$ cat src/rtl/arb_pkg.sv
// Shared definitions for the 4-way req/gnt arbiter and its per-master requesters.
package arb_pkg;

  localparam int N_REQ     = 4;
  localparam int ARB_LEN_W = 8;

  typedef enum logic [4:0] {
    ST_IDLE     = 5'b00001,
    ST_REQ_WAIT = 5'b00010,
    ST_XFER     = 5'b00100,
    ST_RELEASE  = 5'b01000,
    ST_GAP      = 5'b10000
  } arb_state_e;

endpackage

$ cat src/rtl/arb_req_timer.sv
// Loadable saturating counter (up or down) with a terminal-value flag.
module arb_req_timer #(
  parameter int           W    = 4,
  parameter bit           UP   = 1'b1,
  parameter logic [W-1:0] TERM = '0
) (
  input  logic         clock,
  input  logic         reset,
  input  logic         load_i,
  input  logic [W-1:0] load_val_i,
  input  logic         en_i,
  output logic         term_o
);

  logic [W-1:0] cnt_q, cnt_d;

  always_comb begin
    cnt_d = cnt_q;
    if (load_i) begin
      cnt_d = load_val_i;
    end else if (en_i) begin
      if (UP) begin
        if (cnt_q != '1) cnt_d = cnt_q + 1'b1;
      end else if (cnt_q != '0) begin
        cnt_d = cnt_q - 1'b1;
      end
    end
  end

  always_ff @(posedge clock) begin
    if (reset) cnt_q <= '0;
    else       cnt_q <= cnt_d;
  end

  assign term_o = (cnt_q == TERM);

endmodule

$ cat src/rtl/arb_requester.sv
// Client-side agent for the req/gnt arbiter: accepts a command, requests the bus,
// counts granted beats, and holds off new work until the arbiter's grant tail clears.
module arb_requester
  import arb_pkg::*;
#(
  parameter int LEN_W   = ARB_LEN_W,
  parameter int TIMEOUT = 64,
  parameter int GAP     = 1
) (
  input  logic             clock,
  input  logic             reset,
  input  logic             cmd_valid,
  input  logic [LEN_W-1:0] cmd_len,
  output logic             cmd_ready,
  output logic             req,
  input  logic             gnt,
  output logic             beat,
  output logic             beat_last,
  output logic [LEN_W-1:0] remaining,
  output logic             done,
  output logic             timeout,
  output logic             abort,
  output logic             busy
);

  localparam int WD_W = $clog2(TIMEOUT);
  localparam int GP_W = (GAP > 1) ? $clog2(GAP) : 1;
  localparam logic [WD_W-1:0] WD_TERM  = WD_W'(TIMEOUT - 1);
  localparam logic [GP_W-1:0] GP_LOAD  = GP_W'((GAP > 0) ? GAP - 1 : 0);
  localparam arb_state_e      POST_REL = (GAP == 0) ? ST_IDLE : ST_GAP;

  arb_state_e       state_q, state_d;
  logic [LEN_W-1:0] rem_q, rem_d;
  logic             req_q, req_d;
  logic             done_q, done_d;
  logic             to_q, to_d;
  logic             ab_q, ab_d;
  logic             wd_clr, wd_en, wd_term;
  logic             gap_ld, gap_en, gap_term;

  // Beats only count while actually requesting; a grant tail in RELEASE is not data.
  assign beat      = gnt & ((state_q == ST_REQ_WAIT) | (state_q == ST_XFER)) & (rem_q != '0);
  assign beat_last = beat & (rem_q == LEN_W'(1));
  assign cmd_ready = (state_q == ST_IDLE) & ~reset;
  assign busy      = (state_q != ST_IDLE);
  assign req       = req_q;
  assign remaining = rem_q;
  assign done      = done_q;
  assign timeout   = to_q;
  assign abort     = ab_q;

  always_comb begin
    state_d = state_q;
    rem_d   = rem_q;
    req_d   = req_q;
    done_d  = 1'b0;
    to_d    = 1'b0;
    ab_d    = 1'b0;
    wd_clr  = 1'b0;
    case (state_q)
      ST_IDLE: begin
        if (cmd_valid) begin
          rem_d  = cmd_len;
          wd_clr = 1'b1;
          if (cmd_len != '0) begin
            req_d   = 1'b1;
            state_d = ST_REQ_WAIT;
          end else begin
            done_d  = 1'b1;
            state_d = POST_REL;
          end
        end
      end
      ST_REQ_WAIT: begin
        if (beat) begin
          rem_d = rem_q - 1'b1;
          if (rem_q == LEN_W'(1)) begin
            req_d   = 1'b0;
            done_d  = 1'b1;
            state_d = ST_RELEASE;
          end else begin
            state_d = ST_XFER;
          end
        end else if (!gnt && wd_term) begin
          req_d   = 1'b0;
          to_d    = 1'b1;
          state_d = ST_RELEASE;
        end
      end
      ST_XFER: begin
        if (beat) begin
          rem_d = rem_q - 1'b1;
          if (rem_q == LEN_W'(1)) begin
            req_d   = 1'b0;
            done_d  = 1'b1;
            state_d = ST_RELEASE;
          end
        end else begin
          // Grant withdrawn mid-burst: keep the unfinished count for the master.
          req_d   = 1'b0;
          ab_d    = 1'b1;
          state_d = ST_RELEASE;
        end
      end
      ST_RELEASE: begin
        if (!gnt) state_d = POST_REL;
      end
      ST_GAP: begin
        if (gap_term) state_d = ST_IDLE;
      end
      default: begin
        req_d   = 1'b0;
        state_d = ST_IDLE;
      end
    endcase
  end

  assign wd_en  = (state_q == ST_REQ_WAIT) & ~gnt;
  assign gap_ld = (state_d == ST_GAP) & (state_q != ST_GAP);
  assign gap_en = (state_q == ST_GAP);

  always_ff @(posedge clock) begin
    if (reset) begin
      state_q <= ST_IDLE;
      rem_q   <= '0;
      req_q   <= 1'b0;
      done_q  <= 1'b0;
      to_q    <= 1'b0;
      ab_q    <= 1'b0;
    end else begin
      state_q <= state_d;
      rem_q   <= rem_d;
      req_q   <= req_d;
      done_q  <= done_d;
      to_q    <= to_d;
      ab_q    <= ab_d;
    end
  end

  arb_req_timer #(.W(WD_W), .UP(1'b1), .TERM(WD_TERM)) u_watchdog (
    .clock      (clock),
    .reset      (reset),
    .load_i     (wd_clr),
    .load_val_i ('0),
    .en_i       (wd_en),
    .term_o     (wd_term)
  );

  arb_req_timer #(.W(GP_W), .UP(1'b0), .TERM('0)) u_gap (
    .clock      (clock),
    .reset      (reset),
    .load_i     (gap_ld),
    .load_val_i (GP_LOAD),
    .en_i       (gap_en),
    .term_o     (gap_term)
  );

endmodule

$ cat config.mk
export PLATFORM = sky130hd
export DESIGN_NAME = arb_requester
export DESIGN_NICKNAME = d
export VERILOG_FILES = /design/src/rtl/arb_pkg.sv /design/src/rtl/arb_req_timer.sv /design/src/rtl/arb_requester.sv
export SDC_FILE = /design/constraint.sdc
export NUM_CORES = 1
export LEC_CHECK = 0
export ABC_AREA = 1
export BUFFER_PORTS_ARGS = -buffer_cell sky130_fd_sc_hd__buf_2
export CAP_MARGIN = 5
export CORE_MARGIN = 2
export CORE_UTILIZATION = 40
export CTS_CLUSTER_DIAMETER = 80
export DETAILED_ROUTE_END_ITERATION = 10
export GPL_ROUTABILITY_DRIVEN = 0
export HOLD_SLACK_MARGIN = 0.1
export SYNTH_ARGS = -nofsm -noshare
export SYNTH_HDL_FRONTEND = slang
export SYNTH_SLANG_ARGS = --single-unit
$ cat constraint.sdc
create_clock -name clock -period 1.9 [get_ports clock]
set_input_delay 0.19 -clock clock [delete_from_list [all_inputs] [get_ports clock]]
set_output_delay 0.19 -clock clock [all_outputs]
set_load 0.02 [all_outputs]
Word-level counts from Yosys, hierarchy flattened
Cells that the tools add are included.
{"block": "totals", "out_inout_bits": 16, "input_bits": 12, "elab_cells": 82, "reg_bits": 24}
{"block": "classes", "n_addsub": 3, "n_mux": 30, "n_reduce_logical": 14, "n_eq_ne": 15, "n_bitwise": 12}
{"cell": "$mux 5", "count": 8}
{"cell": "$pmux 5 s5", "count": 1}
{"cell": "$mux 8", "count": 2}
{"cell": "$pmux 8 s2", "count": 1}
{"cell": "$reduce_bool 8->1", "count": 2}
{"cell": "$mux 1", "count": 15}
{"cell": "$eq 5x5->1 const B", "count": 2}
{"cell": "$reduce_or 2->1", "count": 5}
{"cell": "$eq 8x1->1 const B", "count": 1}
{"cell": "$sub 8x1->8 const B", "count": 1}
{"cell": "$add 6x1->6 const B", "count": 1}
{"cell": "$and 1x1->1", "count": 6}
{"cell": "$eq 6x6->1 const B", "count": 1}
{"cell": "$ne 6x6->1 const B", "count": 1}
{"cell": "$eq 5x1->1 const B", "count": 1}
{"cell": "$eq 5x2->1 const B", "count": 1}
{"cell": "$eq 5x3->1 const B", "count": 1}
{"cell": "$eq 5x4->1 const B", "count": 1}
{"cell": "$ne 5x1->1 const B", "count": 1}
{"cell": "$ne 5x5->1 const B", "count": 1}
{"cell": "$not 1->1", "count": 5}
{"cell": "$mux 4", "count": 1}
{"cell": "$ne 2x1->1 const B", "count": 2}
{"cell": "$pmux 1 s4", "count": 1}
{"cell": "other kinds (12)", "count": 12}

Logic depth before layout (Yosys ltp)
Gate-level depths: netlist (run 1).
{"block": "logic_depth", "depth_word": 9, "depth_mapped": 10}

Modules after synthesis
A second synthesis (run 1) with hierarchy kept.
{"block": "unflattened", "cells_unflattened": 256, "area_unflattened_um2": 1662.8}
{"mod": "arb_requester", "n_inst": 1, "cells_per_inst": 180, "area_each_um2": 1172.4, "seq_area_each_um2": 340.3}
{"mod": "arb_req_timer (u_watchdog)", "n_inst": 1, "cells_per_inst": 67, "area_each_um2": 439.2, "seq_area_each_um2": 120.1}
{"mod": "arb_req_timer (u_gap)", "n_inst": 1, "cells_per_inst": 9, "area_each_um2": 51.3, "seq_area_each_um2": 20.0}

Worst setup path before layout (run 1)
OpenSTA, ideal clock, no wires.
{"block": "synth_timing", "path_kind": "flip-flop to output port", "from": "reg rem_q[0] (netlist: remaining[0])", "to": "out beat_last", "required_time_ps": 1710, "setup_slack_ps": 340, "arrival_time_ps": 1370, "n_path_buf": 0, "stages_incl_launch_ff": 8, "cell_sequence": "dfxtp_1 -> inv_1 -> ha_1 -> nand2_1 -> nor2_1 -> nor2_2 -> nand3_1 -> inv_1"}
{"block": "synth_via", "elab_chain_len": 3}
{"item": "start: declaration", "line": "arb_requester.sv:33", "text": "logic [LEN_W-1:0] rem_q, rem_d;"}
{"item": "start signal: assignment", "line": "arb_requester.sv:132", "text": "rem_q <= rem_d;"}
{"item": "$reduce_bool 8->1", "line": "arb_requester.sv:42", "text": "assign beat = gnt & ((state_q == ST_REQ_WAIT) | (state_q == ST_XFER)) & (rem_q != '0);"}
{"item": "$and 1x1->1", "line": "arb_requester.sv:42"}
{"item": "$and 1x1->1 (*)", "line": "arb_requester.sv:43", "text": "assign beat_last = beat & (rem_q == LEN_W'(1));"}
{"item": "end: declaration", "line": "arb_requester.sv:18", "text": "output logic beat_last,"}
Every way passes the cells marked *; elsewhere a longest branch is shown, timed or not.

Final worst setup path (run 1)
Ends and elaborated chain as after synthesis.

==> run_results.csv, run 1 <==
group,metric,value,unit
run_status,outcome,"completed",
pwr,power,1280,uW
clocking,cts_tree,"built",
clocking,htreeDepth,1,
clocking,ctsHoldBuffers,0,
pwr,p_sw_frac,0.400,
sta,finalHoldViolCount,0,
final_layout,synthToLayoutAreaGrowth,16.1,%
sta,finalSetupViolations,0,
global_route,grt_max_degree,14,
floorplan,placementRows,21,
sta,fmax,0.556,GHz
pwr,leakagePower,0.000842,uW
logic_synthesis,synth_cell_types,27,
sta,worst_pin_slew,0.323,ns
logic_synthesis,ys_seq_area_frac,0.316,
placed_design,io_buffers,27,
logic_synthesis,ys_warn_count,0,
global_route,antenna_found_initial,0,
pwr,p_seq_frac,0.438,
clocking,ctsRootBufferMaster,"clkbuf_4",
pwr,power.density,759,mW/mm^2
global_route,grt_usage,0.170,
floorplan,coreArea,0.00342,sq mm
routing,drc,0,
logic_synthesis,synth_nets,244,
logic_synthesis,syn_area_per_cell,6.39,sq um
routing,dr.pass1.iters,4,
placed_design,dp_hpwl,2640,um
sta,slew_headroom,0.782,
floorplan,die_h,64.4,um
pwr,combinationalPowerShare,0.381,
sta,timing.final.crit_period,1.80,ns
critical_path,cp-end-kind,"output pin",
critical_path,worstSetupStartpointType,"flop",
pwr,max-vdd-ir-drop,324,uV
final_layout,fin_nets,276,
run,maxCapViolCount,0,
final_layout,n_antenna_cell,0,
final_layout,design_area,0.00169,sq mm
sta,slew_violations,0,
hold_path,min_path_type,"in2reg",
logic_synthesis,netlist_area,0.00146,sq mm
pwr,clkPwrFrac,0.181,
sta,skew,0.00300,ns
routing,routed_wl,3400,um
global_route,grt_pass1_vias,1290,
sta,fin_crit_sh,0.947,
routing,viasPerCell,4.79,
global_route,grt_first_pass_wirelength,5600,um
placed_design,placed_area,0.00164,sq mm
routing,wire_per_inst,11.2,um
clocking,cts_inserted_buffers,3,
clocking,cts.sinks,23,
critical_path,cp_data_arrival_time,1.61,ns
pwr,p_sw,514,uW
floorplan,die_area,0.00414,sq mm
clocking,clkTransAtPathRegs,0.13,ns
floorplan,die_w,64.4,um
global_route,overflow,0,
final_layout,utilization,0.496,
clocking,clock_latency,0.32,ns
logic_synthesis,synth-seq-cells,23,
final_layout,drive_above_1_share,0.224,
routing,ant_nets,0,
logic_synthesis,syn_inst,228,
floorplan,initial_core_util,0.427,
floorplan,ios,28,
pwr,p_int,771,uW
critical_path,crit_type,"reg2out",
routing,via_count,1461,
final_layout,stdcell_count,305,
placed_design,place_inst,299,
routing,drtIter0Drc,60,
critical_path,worst-path-max-fanout,5,
clocking,clockBufferDepth,2,
critical_path,required,1.71,ns
## Yosys cell counts, drive strengths merged
cell type,instances,share of area
xnor2,4,0.024
xor2,2,0.012
dfxtp,23,0.32
nand3,18,0.084
a21oi,15,0.054
nand4,4,0.017
inv,29,0.075
nor3,2,0.0069
clkinv,1,0.0034
o21ai,10,0.037
or2,1,0.0043
buf,2,0.010
nor4,1,0.0043
ha,4,0.034
nor2,37,0.11
nand2,75,0.21
## stage by stage
step	setup slack, ns	TNS, ns	hold WS, ns
floorplan	0.340	0	0.367
global placement	0.297	0	0.461
detailed placement	0.289	0	0.462
CTS	0.0421	0	0.173
global route	-0.0109	-0.0184	0.164
finish	0.100	0	0.177
## per-layer routing
layer  vias to the layer above  routed length, um  GRT usage
met1                       633               1660      0.247
met3                         4                253     0.0264
met5                         -                  0          0
met4                         0                 29     0.0559
li1                        773                  -          -
met2                        51               1460      0.257
## sequential cells by signal, summed over array words and instances (netlist names)
| signal | cells |
|---|---|
| state_q | 5 |
| req | 1 |
| abort | 1 |
| timeout | 1 |
| done | 1 |
| remaining | 8 |
| u_watchdog.cnt_q | 6 |
## power groups by stage
stage                     Combinational (uW)  Sequential, uW  Clock [uW]
after detailed placement                 478             572           0
after floorplan                          326             600           0
after global placement                   479             572           0
after global routing                     553             570         278
final                                    490             562         233
after CTS                                487             562         247
## cell families (layout without fill, tap and decap cells)
group | after synthesis | in the layout | synth area share
and+or+nand+nor | 138 | 138 | 0.434
buffers and inverters | 32 | 63 | 0.0884
AOI/OAI and AO/OA | 25 | 25 | 0.0910
DFF | 23 | 23 | 0.316
xor gates and xnor gates | 6 | 6 | 0.0361
adders and majority gates | 4 | 4 | 0.0343
## final timing paths
kind | cells past startpoint | slack, ns | startpoint | end
setup reg to reg | 9 | 0.32 | state_q[1]$_SDFF_PP0_ | remaining[1]$_SDFFE_PP0P_
hold / removal | 2 | 0.18 | reset | remaining[0]$_SDFFE_PP0P_
hold reg to reg | 2 | 0.47 | u_watchdog.cnt_q[5]$_SDFFE_PP0P_ | u_watchdog.cnt_q[5]$_SDFFE_PP0P_
setup / recovery | 8 | 0.10 | remaining[0]$_SDFFE_PP0P_ | beat_last
## cell type report
type | instances | area, sq um
fill | 389 | 1720
multi-input combinational | 173 | 878
sequential | 23 | 465
timing repair buffer | 29 | 150
inverter | 30 | 114
tap | 46 | 57.6
clock buffer | 3 | 22.5
clock inverter | 1 | 5.00
## cells in the final DEF, fill, tap and decap left out, drive strengths merged
cell type / Yosys / routed
nand2: 75 / 75
nor2: 37 / 37
buf: 2 / 29
inv: 29 / 29
dfxtp: 23 / 23
nand3: 18 / 18
a21oi: 15 / 15
o21ai: 10 / 10
xnor2: 4 / 4
nand4: 4 / 4
ha: 4 / 4
clkbuf: 0 / 3
nor3: 2 / 2
xor2: 2 / 2
clkinv: 1 / 2
or2: 1 / 1
nor4: 1 / 1
## timing repair
item	in CTS	in global routing
pin swaps	1	2
gates resized for setup	2	3
cloned	0	0
buffers inserted	1	1
endpoints found under the setup margin	2	2
## worst max-delay path: stages (launching register included)
cell and delay (ns):
dfxtp_4 0.39, inv_1 0.08, ha_1 0.20, nand2_1 0.08, nor2_1 0.06, nor2_2 0.15
nand3_2 0.12, inv_1 0.06, buf_2 0.15
Power figures use the tool's default switching activity.
==> run 2: changes to the inputs <==
--- a/config.mk
+++ b/config.mk
@@ -6,7 +6,7 @@
 export NUM_CORES = 1
 export LEC_CHECK = 0
 export ABC_AREA = 1
-export BUFFER_PORTS_ARGS = -buffer_cell sky130_fd_sc_hd__buf_2
+export BUFFER_PORTS_ARGS = -buffer_cell sky130_fd_sc_hd__clkbuf_2
 export CAP_MARGIN = 5
 export CORE_MARGIN = 2
 export CORE_UTILIZATION = 40
==> run 2 against run 1 <==
  * Cell area is 6.4% higher
  * First-iteration DRC count rose by 43%
  * Count of clock-buffer cells in the layout unchanged
  * Critical endpoint unchanged
  * Worst hold slack better by 0.012 ns
  * Core utilization grew 3.2 points
  * Largest power group unchanged
==> run_results.csv, run 2 (synthesized netlist as in run 1, its figures left out) <==
group,metric,value,unit
routing,drc,0,
placed_design,io_buffers,27,
pwr,power,1340,uW
final_layout,synthToLayoutAreaGrowth,23.5,%
clocking,clkTransAtPathRegs,0.14,ns
critical_path,crit_type,"reg2out",
routing,dr.pass1.iters,4,
final_layout,utilization,0.527,
final_layout,design_area,0.00180,sq mm
global_route,grt_first_pass_wirelength,5830,um
critical_path,required,1.71,ns
critical_path,critPathLaunch,"remaining[0]$_SDFFE_PP0P_",
floorplan,die_w,64.4,um
critical_path,r2r_slack,0.32,ns
global_route,grt_pass1_vias,1284,
global_route,overflow,0,
critical_path,reg2regPathDepth,8,
final_layout,drive_above_1_share,0.265,
critical_path,cp_slowest_stage_delay,0.39,ns
run_status,outcome,"completed",
sta,slew_violations,0,
final_layout,final_cell_mix,"nand2_1 (70), nor2_1 (31), inv_1 (25), clkbuf_2 (25), dfxtp_1 (21)",
routing,wire_per_inst,11.1,um
critical_path,r2r-start,"state_q[4]$_SDFF_PP0_",
floorplan,ios,28,
run,maxCapViolCount,0,
sta,timing.final.crit_period,1.82,ns
clocking,cts.sinks,23,
sta,worst_slack,0.0843,ns
final_layout,fin_nets,289,
global_route,grt_usage,0.179,
floorplan,die_h,64.4,um
final_layout,largest_register_ffs,8,
final_layout,final_common_cell,"nand2_1",
global_route,antenna_found_initial,0,
pwr,leakagePower,0.000901,uW
sta,finalHoldViolCount,0,
floorplan,placementRows,21,
sta,slew_headroom,0.752,
routing,routed_wl,3540,um
placed_design,preCtsSetupSlack,0.240,ns
critical_path,critical_path.endpoint,"beat_last",
pwr,max-vdd-ir-drop,318,uV
pwr,power.density,745,mW/mm^2
sta,skew,0.00383,ns
critical_path,slowest_stage,"dfxtp_4",
floorplan,initial_core_util,0.427,
sta,fin_crit_sh,0.956,
routing,via_count,1501,
sta,fmax,0.551,GHz
clocking,ctsRootBufferMaster,"clkbuf_4",
critical_path,path_cells,"inv_2 > ha_1 > nand2_1 > nor2_1 > nor2_2 > nand3_2 > inv_1 > buf_4",
placed_design,dp_hpwl,2610,um
sta,worst_pin_slew,0.368,ns
routing,ant_nets,0,
sta,fin_hold_ws,0.189,ns
floorplan,die_area,0.00414,sq mm
critical_path,cp-end-kind,"output pin",
clocking,cts_inserted_buffers,3,
clocking,cts_tree,"built",
placed_design,placed_area,0.00164,sq mm
hold_path,min_path_type,"in2reg",
routing,drtIter0Drc,86,
floorplan,coreArea,0.00342,sq mm
clocking,htreeDepth,1,
final_layout,n_antenna_cell,0,
clocking,clockBufferDepth,2,
routing,viasPerCell,4.72,
critical_path,r2r-end,"state_q[1]$_SDFF_PP0_",
critical_path,cp_data_arrival_time,1.63,ns
global_route,grt_max_degree,14,
sta,finalSetupViolations,0,
critical_path,worst-path-max-fanout,4,
clocking,clock_latency,0.32,ns
critical_path,worstSetupStartpointType,"flop",
==> run 2: cell types whose count changed in the layout (fill, tap and decap cells not counted) <==
cell / change
buf_2: -27
buf_4: +15
clkbuf_2: +25
inv_1: -1
inv_2: +1
nor2_2: -1
nor2_4: +1
==> run 2: timing repair <==
action                                  in CTS  in global routing
pin swaps                                    1                  4
setup buffers                                2                 13
hold buffers                                 0                  0
endpoints found under the setup margin       2                  2
resized for setup                            5                  6
==> run 2: routing by layer <==
metal / wire [um] / track usage
met5: 0 / 0
met4: 52 / 0.0718
met3: 168 / 0.0194
met2: 1570 / 0.275
met1: 1740 / 0.254
==> run 2: layout make-up <==
cell class                 count  area (sq um)
sequential                    23           465
tap                           46          57.6
fill                         355          1620
inverter                      30           114
clock buffer                   3          22.5
timing repair buffer          42           253
multi-input combinational    173           883
clock inverter                 1          5.00
==> run 2: metrics by stage <==
stage,setup TNS [ns],instances
after floorplan,0,228
after global placement,0,299
after detailed placement,0,299
after CTS,0,305
after global routing,-0.0501,318
final,0,318
==> run 2: how the worst min path moves through the flow <==
stage	start	endpoint	slack [ns]	depth (start not counted)
6_report	reset	remaining[1]$_SDFFE_PP0P_	0.19	2
2_1_floorplan	cmd_valid	done$_SDFF_PP0_	0.37	2
4_1_cts	reset	remaining[1]$_SDFFE_PP0P_	0.17	2
3_5_place_dp	u_watchdog.cnt_q[5]$_SDFFE_PP0P_	u_watchdog.cnt_q[5]$_SDFFE_PP0P_	0.47	2
3_3_place_gp	u_watchdog.cnt_q[5]$_SDFFE_PP0P_	u_watchdog.cnt_q[5]$_SDFFE_PP0P_	0.46	2
5_1_grt	reset	remaining[1]$_SDFFE_PP0P_	0.17	2
==> run 2: power by group <==
group	switching [uW]	total [uW]	internal (uW)
Combinational	328	533	205
Sequential	45.8	565	520
Clock	163	242	79.1
Total	537	1340	804
==> run 2: critical path, delay by kind of cell, from the launching register on <==
| kind | cells | cell delay (ns) |
|---|---|---|
| flops | 1 | 0.39 |
| simple gates | 4 | 0.46 |
| buf+inv | 3 | 0.25 |
| fa+ha+maj | 1 | 0.19 |
